File: src/rtl/dmi_arbiter.sv
// Two-master Wishbone arbiter in front of the RISC-V debug module (DMI).
// Define DMI_ARB_TIMEOUT_EN to add a slave-response timeout with an ABORT state.
module dmi_arbiter #(
    parameter int DMI_ADDRW      = 9,
    parameter int DMI_DATAW      = 32,
    parameter int TIMEOUT_CYCLES = 255
) (
    input  logic                   clk_i,
    input  logic                   rst_n_i,

    input  logic                   m0_cyc_i,
    input  logic                   m0_stb_i,
    input  logic                   m0_we_i,
    input  logic [DMI_ADDRW-1:0]   m0_adr_i,
    input  logic [DMI_DATAW-1:0]   m0_dat_i,
    input  logic [DMI_DATAW/8-1:0] m0_sel_i,
    output logic [DMI_DATAW-1:0]   m0_dat_o,
    output logic                   m0_ack_o,
    output logic                   m0_err_o,

    input  logic                   m1_cyc_i,
    input  logic                   m1_stb_i,
    input  logic                   m1_we_i,
    input  logic [DMI_ADDRW-1:0]   m1_adr_i,
    input  logic [DMI_DATAW-1:0]   m1_dat_i,
    input  logic [DMI_DATAW/8-1:0] m1_sel_i,
    output logic [DMI_DATAW-1:0]   m1_dat_o,
    output logic                   m1_ack_o,
    output logic                   m1_err_o,

    output logic                   s_cyc_o,
    output logic                   s_stb_o,
    output logic                   s_we_o,
    output logic [DMI_ADDRW-1:0]   s_adr_o,
    output logic [DMI_DATAW-1:0]   s_dat_o,
    output logic [DMI_DATAW/8-1:0] s_sel_o,
    input  logic [DMI_DATAW-1:0]   s_dat_i,
    input  logic                   s_ack_i,
    input  logic                   s_err_i,

    output logic [1:0]             gnt_o
);

    localparam int SELW = DMI_DATAW / 8;

    if (TIMEOUT_CYCLES < 1 || TIMEOUT_CYCLES > 65535) begin : g_bad_timeout
        $error("dmi_arbiter: TIMEOUT_CYCLES must be within 1..65535");
    end

`ifdef DMI_ARB_TIMEOUT_EN
    typedef enum logic [1:0] {IDLE = 2'd0, OWN0 = 2'd1, OWN1 = 2'd2, ABORT = 2'd3} state_t;
`else
    typedef enum logic [1:0] {IDLE = 2'd0, OWN0 = 2'd1, OWN1 = 2'd2} state_t;
`endif

    state_t     state_reg;
    logic       last_reg;    // 1: master 1 was granted most recently
    logic [1:0] gnt_reg;

    // Masters packed into indexable vectors so the routing below is uniform.
    logic [1:0]           m_cyc;
    logic [1:0]           m_stb;
    logic [1:0]           m_we;
    logic [DMI_ADDRW-1:0] m_adr  [2];
    logic [DMI_DATAW-1:0] m_wdat [2];
    logic [SELW-1:0]      m_sel  [2];
    logic [1:0]           m_ack;
    logic [1:0]           m_err;
    logic [DMI_DATAW-1:0] m_rdat [2];

    assign m_cyc     = {m1_cyc_i, m0_cyc_i};
    assign m_stb     = {m1_stb_i, m0_stb_i};
    assign m_we      = {m1_we_i, m0_we_i};
    assign m_adr[0]  = m0_adr_i;
    assign m_adr[1]  = m1_adr_i;
    assign m_wdat[0] = m0_dat_i;
    assign m_wdat[1] = m1_dat_i;
    assign m_sel[0]  = m0_sel_i;
    assign m_sel[1]  = m1_sel_i;

    logic [1:0] own_vec;
    logic       owner;
    logic       owning;

    assign own_vec = {state_reg == OWN1, state_reg == OWN0};
    assign owner   = (state_reg == OWN1);
    assign owning  = |own_vec;

    assign s_cyc_o = owning & m_cyc[owner];
    assign s_stb_o = owning & m_stb[owner];
    assign s_we_o  = owning & m_we[owner];
    assign s_adr_o = owning ? m_adr[owner]  : '0;
    assign s_dat_o = owning ? m_wdat[owner] : '0;
    assign s_sel_o = owning ? m_sel[owner]  : '0;

    logic timeout_hit;

`ifdef DMI_ARB_TIMEOUT_EN
    localparam logic [15:0] TMO_LAST = 16'(TIMEOUT_CYCLES - 1);

    logic [15:0] tmo_cnt_reg;
    logic        stalled;

    assign stalled     = s_stb_o & ~s_ack_i & ~s_err_i;
    // Fires during the TIMEOUT_CYCLES-th consecutive unanswered strobe cycle.
    assign timeout_hit = stalled & (tmo_cnt_reg == TMO_LAST);

    always_ff @(posedge clk_i) begin
        if (!rst_n_i) begin
            tmo_cnt_reg <= '0;
        end else if (!owning || s_ack_i || s_err_i) begin
            tmo_cnt_reg <= '0;
        end else if (stalled) begin
            tmo_cnt_reg <= tmo_cnt_reg + 16'd1;
        end
    end
`else
    assign timeout_hit = 1'b0;
`endif

    // Ack takes priority over a simultaneous err; nothing reaches a non-owner.
    for (genvar gi = 0; gi < 2; gi++) begin : g_resp
        assign m_ack[gi]  = own_vec[gi] & s_ack_i;
        assign m_err[gi]  = own_vec[gi] & ((s_err_i & ~s_ack_i) | timeout_hit);
        assign m_rdat[gi] = own_vec[gi] ? s_dat_i : '0;
    end

    assign m0_ack_o = m_ack[0];
    assign m0_err_o = m_err[0];
    assign m0_dat_o = m_rdat[0];
    assign m1_ack_o = m_ack[1];
    assign m1_err_o = m_err[1];
    assign m1_dat_o = m_rdat[1];

    assign gnt_o = gnt_reg;

    // Grants only leave through IDLE, which gives the mandatory bubble cycle.
    always_ff @(posedge clk_i) begin
        if (!rst_n_i) begin
            state_reg <= IDLE;
            last_reg  <= 1'b1;
            gnt_reg   <= 2'b00;
        end else begin
            case (state_reg)
                IDLE: begin
                    if (m_cyc[0] && (!m_cyc[1] || last_reg)) begin
                        state_reg <= OWN0;
                        gnt_reg   <= 2'b01;
                        last_reg  <= 1'b0;
                    end else if (m_cyc[1]) begin
                        state_reg <= OWN1;
                        gnt_reg   <= 2'b10;
                        last_reg  <= 1'b1;
                    end
                end
                OWN0, OWN1: begin
                    if (!m_cyc[owner]) begin
                        state_reg <= IDLE;
                        gnt_reg   <= 2'b00;
                    end
`ifdef DMI_ARB_TIMEOUT_EN
                    else if (timeout_hit) begin
                        state_reg <= ABORT;
                    end
`endif
                end
`ifdef DMI_ARB_TIMEOUT_EN
                ABORT: begin
                    // gnt_reg still names the aborted owner; wait for it to let go.
                    if (!m_cyc[gnt_reg[1]]) begin
                        state_reg <= IDLE;
                        gnt_reg   <= 2'b00;
                    end
                end
`endif
                default: begin
                    state_reg <= IDLE;
                    gnt_reg   <= 2'b00;
                end
            endcase
        end
    end

endmodule
File: config.mk
export PLATFORM = sky130hd
export DESIGN_NAME = dmi_arbiter
export DESIGN_NICKNAME = d
export VERILOG_FILES = /design/src/rtl/dmi_arbiter.sv
export SDC_FILE = /design/constraint.sdc
export NUM_CORES = 1
export LEC_CHECK = 0
export ABC_CLOCK_PERIOD_IN_PS = 1460
export CORE_AREA = 2 2 97 99
export CTS_CLUSTER_SIZE = 40
export DETAILED_ROUTE_END_ITERATION = 10
export DIE_AREA = 0 0 99 101
export GPL_TIMING_DRIVEN = 0
export PLACE_DENSITY = 0.68
export SYNTH_ARGS = -nofsm -noshare
export SYNTH_HDL_FRONTEND = slang
export SYNTH_SLANG_ARGS = --single-unit
File: constraint.sdc
create_clock -name clk_i -period 1.46 [get_ports clk_i]
set_input_delay 0.292 -clock clk_i [delete_from_list [all_inputs] [get_ports clk_i]]
set_output_delay 0.292 -clock clk_i [all_outputs]
set_load 0.02 [all_outputs]
==> results.py, run 1 <==
metrics = {
    "timing": {
        "grt_setup_unrepaired": "true",
        "relSlewSlack_pct": 84.8,
        "fin_crit_ns": 1.83,
        "worst_slew_pin_slew_ns": 0.226,
        "finalCritPeriodShare_pct": 125,
        "hold_viol_final": 0,
        "drv_slew": 0,
        "fin_skew_ns": 0.00176,
        "setup_viol_count_final": 118,
        "clock.fmax_mhz": 547,
        "worst_slack_ns": -0.370,
        "fin_worst_hold_slack_ns": 0.536,
        "setup-tns-final_ns": -30.72,
    },
    "yosys": {
        "ys.flop_type": "dfxtp_1",
        "syn-num-nets": 336,
        "syn_area_per_cell_sq_um": 7.34,
        "synth_area_leaders": "mux2i_1, and2_1, nor2b_1",
        "ys_seq_area_share_pct": 4.07,
        "synth_area_sq_um": 1480,
        "yosysMostFrequentCell": "and2_1",
        "synth_seq_cells": 3,
        "synthTopCellsByCount": "and2_1, mux2i_1, nor2b_1",
        "synth.distinct_cells": 22,
        "synth_edf_count": 0,
        "postSynthCellCount": 201,
        "synth_top_area_cell": "mux2i_1",
        "yosys.area.top_type_share_pct": 31.9,
        "synth_async_sr_flop_share_pct": 0,
        "yosys_warnings": 0,
    },
    "worst_hold_path": {
        "hp-class": "reg2reg",
    },
    "power": {
        "p_clk_share_pct": 5.8,
        "cellInternalPower_mw": 2.60,
        "seq_power_share_pct": 2.7,
        "p_sw_share_pct": 38.2,
        "pwr-share-comb_pct": 91.5,
        "power_leakage_nw": 2.32,
        "p_switching_mw": 1.61,
        "ir_worst_vdd_mv": 0.434,
        "power_density_nw_per_um2": 753,
    },
    "drt": {
        "dr_total_vias": 2549,
        "drt-total-wl_um": 9150,
        "drtIter0Drc": 15,
        "drc": 0,
        "drt_pass1_iterations": 4,
        "viasPerCell": 4.30,
        "wl_per_cell_um": 15.4,
        "ant_nets": 0,
    },
    "cells_and_area": {
        "finalNetCount": 618,
        "largest_reg_flops": 2,
        "syn2layout_area_growth_pct": 278,
        "regArea_sq_um": 67.6,
        "final_layout_size_suffix_gt1_share_pct": 65.4,
        "multi_input_area_sq_um": 2000,
        "fin_util_pct": 62.2,
        "instances_no_fill": 593,
        "n_antenna_cell": 0,
        "fin_area_sq_um": 5580,
        "fillers": 735,
    },
    "critical_path": {
        "r2r_cells": 8,
        "critPathCapture": "s_cyc_o",
        "r2r_end": "gnt_o[1]",
        "worstSetupEndpointType": "primary output",
        "start_kind": "flip-flop",
        "criticalPathCategory": "reg2out",
        "cp.required_ns": 1.17,
        "worstPathArrival_ns": 1.54,
        "r2r_setup_slack_ns": -0.32,
        "r2r-start": "gnt_o[0]",
        "crit_start": "gnt_o[0]",
        "path_max_fanout": 6,
    },
    "clock_network": {
        "htreeDepth": 1,
        "insertion_delay_ns": 0.22,
        "cts_root_buffer": "clkbuf_8",
        "numCtsBuffers": 3,
        "cts_hold_buf": 0,
        "clk_pin_slew_ns": 0.03,
        "clock_sinks": 3,
        "cts_buffer_depth": 2,
        "cts_tree": "built",
    },
    "global_routing": {
        "grt_max_degree": 11,
        "grt_pass1_vias": 2561,
        "grt_pass1_wl_um": 12100,
        "grt-ovfl-total": 0,
        "antenna_found_initial": 0,
        "grt_util_all_layers_pct": 14.6,
    },
    "status": {
        "violations": "setup timing",
        "outcome": "finished with violations",
    },
    "floorplanning": {
        "coreArea_sq_um": 8980,
        "fp.dieH_um": 101,
        "rows": 35,
        "initial_utilization_pct": 16.4,
        "die_area_sq_um": 10000,
        "pin_count": 250,
        "fp.dieW_um": 99,
    },
    "placement": {
        "placed_area_sq_um": 4390,
        "post-dp-hpwl_um": 6700,
        "io_buffers": 249,
        "numPlacedInstances": 561,
        "place_congestion": 0.792,
    },
    "flow_run": {
        "maxCapViolations": 0,
    },
}
## power by group through the flow
stage               clock network (mW)  logic [mW]  registers [mW]
floorplan                            0        1.50           0.124
global placement                     0        2.80           0.116
detailed placement                   0        2.83           0.116
CTS                              0.251        3.12           0.113
global route                     0.256        4.04           0.114
finish                           0.245        3.85           0.112
## cell usage in the layout, fill, tap and decap left out, types with 3 or more instances in the layout
master             n
buf_6            123
and2_1             6
nor2b_2           37
and2_4            61
buf_12             8
buf_4              7
clkbuf_8           3
buf_8              7
nor2b_4           10
clkdlybuf4s50_1  131
mux2i_4           21
mux2i_2           13
mux2i_1           13
clkbuf_16          9
ha_4               3
buf_2              4
## logic make-up (layout without fill, tap and decap cells)
family | count (synthesis) | count (layout) | share of synthesized area, %
simple gates | 120 | 120 | 51.2
mux | 48 | 48 | 32.9
buf+inv | 20 | 301 | 6.02
compound gates | 7 | 7 | 3.22
fa+ha+maj | 3 | 3 | 2.54
flops | 3 | 3 | 4.07
## worst min path at each step
stage                   from  endpoint  slack (ns)  cells past startpoint
detailed placement  gnt_o[0]  gnt_o[0]        0.52                      2
global route        last_reg  last_reg        0.61                      2
CTS                 last_reg  last_reg        0.54                      2
floorplan            rst_n_i  last_reg        0.37                      1
global placement    gnt_o[0]  gnt_o[0]        0.51                      2
finish              last_reg  last_reg        0.54                      2
## final cells by class
type	instances	area share [%]
clock buffers	4	0.807
inverters	3	0.291
repair buffers	277	54.5
well taps	111	2.49
multi-input cells	178	35.8
plain buffers	17	4.86
flip-flops and latches	3	1.21
## per-layer routing
| layer | part of all wire, % | track usage [%] | routed length, um | vias to the layer above |
|---|---|---|---|---|
| li1 | - | - | - | 1223 |
| met1 | 34 | 14.4 | 3120 | 1162 |
| met2 | 55 | 30.4 | 5080 | 154 |
| met3 | 9.3 | 3.74 | 851 | 10 |
| met4 | 1.1 | 2.74 | 102 | 0 |
| met5 | 0 | 0 | 0 | - |
## worst max-delay path, stage by stage (launching register included)
cell     delay [ns]
dfxtp_4        0.34
inv_4          0.07
ha_4           0.17
buf_12         0.16
mux2_4         0.31
and2_4         0.15
buf_6          0.12
## per-stage QoR
step,setup WS (ns),total power [mW]
after CTS,-0.466,3.48
after floorplan,-0.0667,1.63
after global routing,-0.421,4.41
after global placement,-0.680,2.91
final,-0.370,4.20
after detailed placement,-0.692,2.94
## repair_timing
action                                  CTS  global route
pin swaps                                 3             4
endpoints found under the hold margin     0             0
endpoints found under the setup margin  119           119
gates resized for setup                 587           273
cloned                                    4             9
buffers inserted                          7            11
(Power assumes the default switching activity.)
==> run 2: changes to the inputs <==
--- a/config.mk
+++ b/config.mk
@@ -12,6 +12,7 @@
 export DIE_AREA = 0 0 99 101
 export GPL_TIMING_DRIVEN = 0
 export PLACE_DENSITY = 0.68
+export SKIP_LAST_GASP = 1
 export SYNTH_ARGS = -nofsm -noshare
 export SYNTH_HDL_FRONTEND = slang
 export SYNTH_SLANG_ARGS = --single-unit
==> run 2 against run 1 <==
Effect of this change:
- the flow still finishes with violations (setup timing)
- critical endpoint is now s_dat_o[7]
- cell count did not move
- largest cell class unchanged
- via count hardly changed
- final area shrank 1.8%
- fmax shrank 0.46%
- sequential cell count unchanged
- worst setup slack lost 0.0084 ns
==> results.py, run 2 (synthesized netlist as in run 1, its figures left out) <==
metrics = {
    "floorplanning": {
        "pin_count": 250,
        "initial_utilization_pct": 16.4,
        "rows": 35,
        "coreArea_sq_um": 8980,
        "fp.dieW_um": 99,
        "fp.dieH_um": 101,
        "die_area_sq_um": 10000,
    },
    "global_routing": {
        "grt_pass1_wl_um": 12100,
        "grt_util_all_layers_pct": 14.6,
        "antenna_found_initial": 0,
        "grt-ovfl-total": 0,
        "grt_pass1_vias": 2592,
        "grt_max_degree": 11,
    },
    "timing": {
        "clock.fmax_mhz": 544,
        "relSlewSlack_pct": 83.6,
        "setup_viol_count_final": 118,
        "finalCritPeriodShare_pct": 126,
        "grt_setup_unrepaired": "true",
        "fin_skew_ns": 0.00104,
        "worst_slew_pin_slew_ns": 0.246,
        "hold_viol_final": 0,
        "drv_slew": 0,
        "worst_slack_ns": -0.378,
        "setup-tns-final_ns": -34.00,
        "fin_crit_ns": 1.84,
    },
    "drt": {
        "drc": 0,
        "drtIter0Drc": 23,
        "drt_pass1_iterations": 3,
        "viasPerCell": 4.30,
        "ant_nets": 0,
        "drt-total-wl_um": 9000,
        "dr_total_vias": 2550,
        "wl_per_cell_um": 15.2,
    },
    "cells_and_area": {
        "multi_input_area_sq_um": 1980,
        "regArea_sq_um": 67.6,
        "fillers": 751,
        "syn2layout_area_growth_pct": 272,
        "fin_util_pct": 61.0,
        "finalNetCount": 618,
        "final_cell_mix": "clkdlybuf4s50_1, buf_6, and2_4",
        "final_layout_size_suffix_gt1_share_pct": 63.9,
        "mostFrequentLayoutCell": "clkdlybuf4s50_1",
        "n_antenna_cell": 0,
        "largest_reg_flops": 2,
        "instances_no_fill": 593,
    },
    "critical_path": {
        "criticalPathCategory": "reg2out",
        "path_max_fanout": 5,
        "worstPathArrival_ns": 1.55,
        "start_kind": "flip-flop",
        "worstSetupEndpointType": "primary output",
        "cp.required_ns": 1.17,
    },
    "power": {
        "power_leakage_nw": 2.28,
        "ir_worst_vdd_mv": 0.417,
        "power_density_nw_per_um2": 754,
    },
    "placement": {
        "post-dp-hpwl_um": 6700,
        "place_congestion": 0.792,
        "io_buffers": 249,
        "numPlacedInstances": 561,
        "post-place-ws_ns": -0.692,
    },
    "worst_hold_path": {
        "hp-class": "reg2reg",
    },
    "clock_network": {
        "htreeDepth": 1,
        "clk_pin_slew_ns": 0.03,
        "cts_tree": "built",
        "clock_sinks": 3,
        "cts_buffer_depth": 2,
        "insertion_delay_ns": 0.22,
        "numCtsBuffers": 3,
        "cts_hold_buf": 0,
        "cts_root_buffer": "clkbuf_8",
    },
    "flow_run": {
        "maxCapViolations": 0,
    },
    "status": {
        "outcome": "finished with violations",
        "violations": "setup timing",
    },
}
[run 2: cell types whose count changed in the layout (fill, tap and decap cells not counted)]
cell,previous run,this run
and2_1,6,16
buf_8,7,4
clkbuf_2,2,3
clkbuf_4,0,1
buf_2,4,5
mux2i_1,13,11
and2_4,61,51
buf_6,123,119
mux2i_2,13,15
buf_12,8,9
clkbuf_16,9,6
buf_4,7,14
dlygate4sd2_1,2,1
[run 2: worst paths after layout]
path | from | endpoint | slack, ns | cells past startpoint
setup / recovery | gnt_o[0] | s_dat_o[7] | -0.38 | 7
hold / removal | last_reg | last_reg | 0.54 | 2
setup reg to reg | gnt_o[0] | gnt_o[1] | -0.32 | 8
hold reg to reg | last_reg | last_reg | 0.54 | 2
[run 2: cell type report]
cell class	instances	share of cell area, %
Multi-Input combinational cell	178	36.2
Timing Repair Buffer	277	54.2
Buffer	17	4.79
Inverter	3	0.297
Clock buffer	4	0.822
Sequential cell	3	1.23
Tap cell	111	2.53
[run 2: per-stage QoR]
step	hold WS, ns	power [mW]	cell area (sq um)
after detailed placement	0.515	2.94	4390
after global placement	0.509	2.91	4390
after floorplan	0.368	1.63	1760
after global routing	0.612	4.34	5480
final	0.536	4.13	5480
after CTS	0.540	3.35	4630
[run 2: critical path: stages (launching register included)]
cell and delay, ns:
dfxtp_4 0.34, inv_4 0.04, ha_4 0.18, clkbuf_16 0.17, clkbuf_16 0.16, mux2i_4 0.18, nor2b_2 0.12, buf_6 0.13
[run 2: where the power goes]
part | internal, mW | switching [mW] | total (mW)
sequential | 0.0983 | 0.0140 | 0.112
combinational | 2.25 | 1.52 | 3.77
clock | 0.187 | 0.0584 | 0.245
total | 2.54 | 1.59 | 4.13
[run 2: layer usage]
metal  GRT usage [%]  up-vias  wire [um]
li1                -     1224          -
met1            14.5     1166       2980
met2            30.4      152       5070
met3            3.68        8        865
met4            2.63        0         79
met5               0        -          0
[run 2: repair_timing]
action,CTS,global route
pin swaps,3,4
gates resized for setup,521,328
setup buffers,7,11
endpoints found under the setup margin,119,119
cloned,4,8
==> run 3: changes to the inputs <==
==> config.mk (replaced) <==
export PLATFORM = sky130hd
export DESIGN_NAME = dmi_arbiter
export DESIGN_NICKNAME = d
export VERILOG_FILES = /design/src/rtl/dmi_arbiter.sv
export SDC_FILE = /design/constraint.sdc
export NUM_CORES = 1
export LEC_CHECK = 0
export ABC_CLOCK_PERIOD_IN_PS = 2050
export CORE_AREA = 2 2 96 98
export CTS_CLUSTER_SIZE = 40
export DETAILED_ROUTE_END_ITERATION = 10
export DIE_AREA = 0 0 98 100
export GPL_TIMING_DRIVEN = 0
export PLACE_DENSITY = 0.66
export SKIP_LAST_GASP = 1
export SYNTH_ARGS = -nofsm -noshare
export SYNTH_HDL_FRONTEND = slang
export SYNTH_SLANG_ARGS = --single-unit
==> constraint.sdc (replaced) <==
create_clock -name clk_i -period 2.05 [get_ports clk_i]
set_input_delay 0.41 -clock clk_i [delete_from_list [all_inputs] [get_ports clk_i]]
set_output_delay 0.41 -clock clk_i [all_outputs]
set_load 0.02 [all_outputs]
==> run 3 against run 2 <==
Effect of this change:
- clock power shrank 29%
- cell count shrank 4.0%
- wire length shrank 14%
- clock skew grew 0.0019 ns
- global-route usage shrank 0.53 points
- the flow now finishes without violations
- critical endpoint is now s_dat_o[28]
- sequential cell count is the same
- register-to-register slack gained 0.77 ns
- utilization shrank 16 points
==> results.py, run 3 (synthesized netlist as in run 1, its figures left out) <==
metrics = {
    "drt": {
        "viasPerCell": 4.11,
        "drt_pass1_iterations": 4,
        "drt-total-wl_um": 7770,
        "ant_nets": 0,
        "drc": 0,
        "wl_per_cell_um": 13.7,
        "dr_total_vias": 2337,
        "drtIter0Drc": 18,
    },
    "power": {
        "ir_worst_vdd_mv": 0.249,
        "seq_power_share_pct": 4.1,
        "p_clk_share_pct": 8.6,
        "p_switching_mw": 0.907,
        "cellInternalPower_mw": 1.09,
        "power_density_nw_per_um2": 495,
        "p_sw_share_pct": 45.4,
        "power_leakage_nw": 1.84,
        "pwr-share-comb_pct": 87.2,
    },
    "critical_path": {
        "cp.required_ns": 1.64,
        "crit_buf_inv": 4,
        "r2r-start": "gnt_o[0]",
        "r2r_cells": 6,
        "crit_slowest_cell": "dfxtp_2",
        "worstPathArrival_ns": 1.62,
        "start_kind": "flip-flop",
        "cp_top_family": "buffers and inverters",
        "r2r_end": "gnt_o[1]",
        "criticalPathCategory": "reg2out",
        "cp_cell_sequence": "inv_1 > ha_4 > clkbuf_8 > buf_6 > nor2b_2 > buf_2",
        "worstSetupEndpointType": "primary output",
        "path_max_fanout": 10,
        "critPathMaxStageDelay_ns": 0.37,
        "crit_cells": 6,
        "r2r_setup_slack_ns": 0.45,
    },
    "clock_network": {
        "cts_root_buffer": "clkbuf_8",
        "cts_hold_buf": 0,
        "numCtsBuffers": 3,
        "cts_tree": "built",
        "cts_buffer_depth": 2,
        "clock_sinks": 3,
        "insertion_delay_ns": 0.22,
        "htreeDepth": 1,
        "clk_pin_slew_ns": 0.03,
    },
    "cells_and_area": {
        "finalNetCount": 594,
        "final_layout_size_suffix_gt1_share_pct": 27.9,
        "largest_reg_flops": 2,
        "fillers": 930,
        "mostFrequentLayoutCell": "clkdlybuf4s50_1",
        "n_antenna_cell": 0,
        "syn2layout_area_growth_pct": 174,
        "instances_no_fill": 569,
        "final_cell_mix": "clkdlybuf4s50_1, and2_1, buf_2",
    },
    "placement": {
        "place_congestion": 0.803,
        "numPlacedInstances": 561,
        "post-dp-hpwl_um": 6630,
        "io_buffers": 249,
    },
    "timing": {
        "finalCritPeriodShare_pct": 99.2,
        "worst_slew_pin_slew_ns": 0.289,
        "fin_crit_ns": 2.03,
        "relSlewSlack_pct": 80.7,
        "grt_setup_unrepaired": "true",
        "fin_worst_hold_slack_ns": 0.520,
        "setup_viol_count_final": 0,
        "drv_slew": 0,
        "hold_viol_final": 0,
        "clock.fmax_mhz": 492,
        "fin_skew_ns": 0.00290,
    },
    "floorplanning": {
        "initial_utilization_pct": 16.6,
        "die_area_sq_um": 9800,
        "coreArea_sq_um": 8890,
        "fp.dieH_um": 100,
        "rows": 35,
        "pin_count": 250,
        "fp.dieW_um": 98,
    },
    "worst_hold_path": {
        "min_from": "gnt_o[0]",
        "holdPathEnd": "gnt_o[0]",
        "hp-class": "reg2reg",
        "whs_path_depth": 2,
    },
    "global_routing": {
        "antenna_found_initial": 0,
        "grt_max_degree": 11,
        "grt_pass1_vias": 2269,
        "grt_pass1_wl_um": 11400,
        "grt-ovfl-total": 0,
        "grt_util_all_layers_pct": 14.1,
    },
    "flow_run": {
        "maxCapViolations": 0,
    },
    "status": {
        "outcome": "completed",
    },
}
==> run 3: changes by cell type in the layout (fill, tap and decap cells not counted), moves of 18 or more <==
cell / previous run / this run
mux2i_4: 21 / 1
buf_2: 5 / 60
and2_1: 16 / 66
buf_6: 119 / 2
nor2b_1: 0 / 37
mux2i_1: 11 / 42
clkdlybuf4s15_1: 0 / 18
and2_4: 51 / 1
nor2b_2: 37 / 10
==> run 3: cell type report <==
class / count / area, sq um / area share [%]
buffer: 17 / 203 / 5.02
clock buffer: 4 / 45.0 / 1.12
inverter: 3 / 11.3 / 0.279
multi-input combinational: 178 / 1420 / 35.1
sequential: 3 / 65.1 / 1.61
tap: 111 / 139 / 3.44
timing repair buffer: 253 / 2160 / 53.4
==> run 3: per-layer routing <==
layer,track usage (%),share of wire [%],vias to the layer above
li1,-,-,1168
met2,26.3,51,148
met1,15.9,38,1017
met5,0,0,-
met4,2.67,0.76,0
met3,4.39,9.9,4
==> run 3: worst max path at each step <==
stage,from,slack (ns),to
6_report,gnt_o[1],0.02,s_dat_o[28]
5_1_grt,gnt_o[1],-0.07,s_dat_o[28]
4_1_cts,gnt_o[1],-0.24,s_sel_o[1]
3_5_place_dp,gnt_o[0],-0.84,s_sel_o[1]
3_3_place_gp,gnt_o[0],-0.81,s_sel_o[1]
2_1_floorplan,gnt_o[0],0.04,s_dat_o[24]
==> run 3: worst reg2reg max path: cells and delay by family, from the launching register on <==
family | cells | cell delay, ns
and+or+nand+nor | 1 | 0.17
adders and majority gates | 1 | 0.16
AOI/OAI and AO/OA | 1 | 0.25
buffers and inverters | 2 | 0.23
DFF | 1 | 0.36
muxes | 1 | 0.31
==> run 3: per-stage QoR <==
stage	setup slack, ns	cell area [sq um]	utilization (%)	setup TNS [ns]	total power [mW]
floorplan	0.0380	1500	-	0	0.977
global placement	-0.806	4130	46.5	-32.39	1.90
detailed placement	-0.845	4130	46.5	-34.82	1.91
CTS	-0.238	4040	45.4	-3.09	1.97
global route	-0.0696	4040	45.4	-0.525	2.13
finish	0.0168	4040	45.4	0	2.00
==> run 3: power by group through the flow <==
stage	combinational, mW	sequential, mW	clock [mW]
2_1_floorplan	0.894	0.0828	0
3_3_place_gp	1.82	0.0776	0
3_5_place_dp	1.83	0.0782	0
4_1_cts	1.72	0.0791	0.177
5_1_grt	1.86	0.0840	0.184
6_report	1.74	0.0826	0.173
==> run 3: what timing repair did <==
item	in CTS	in global routing
resized for setup	347	89
cloned	0	2
setup buffers	2	0
setup endpoints to repair	116	112
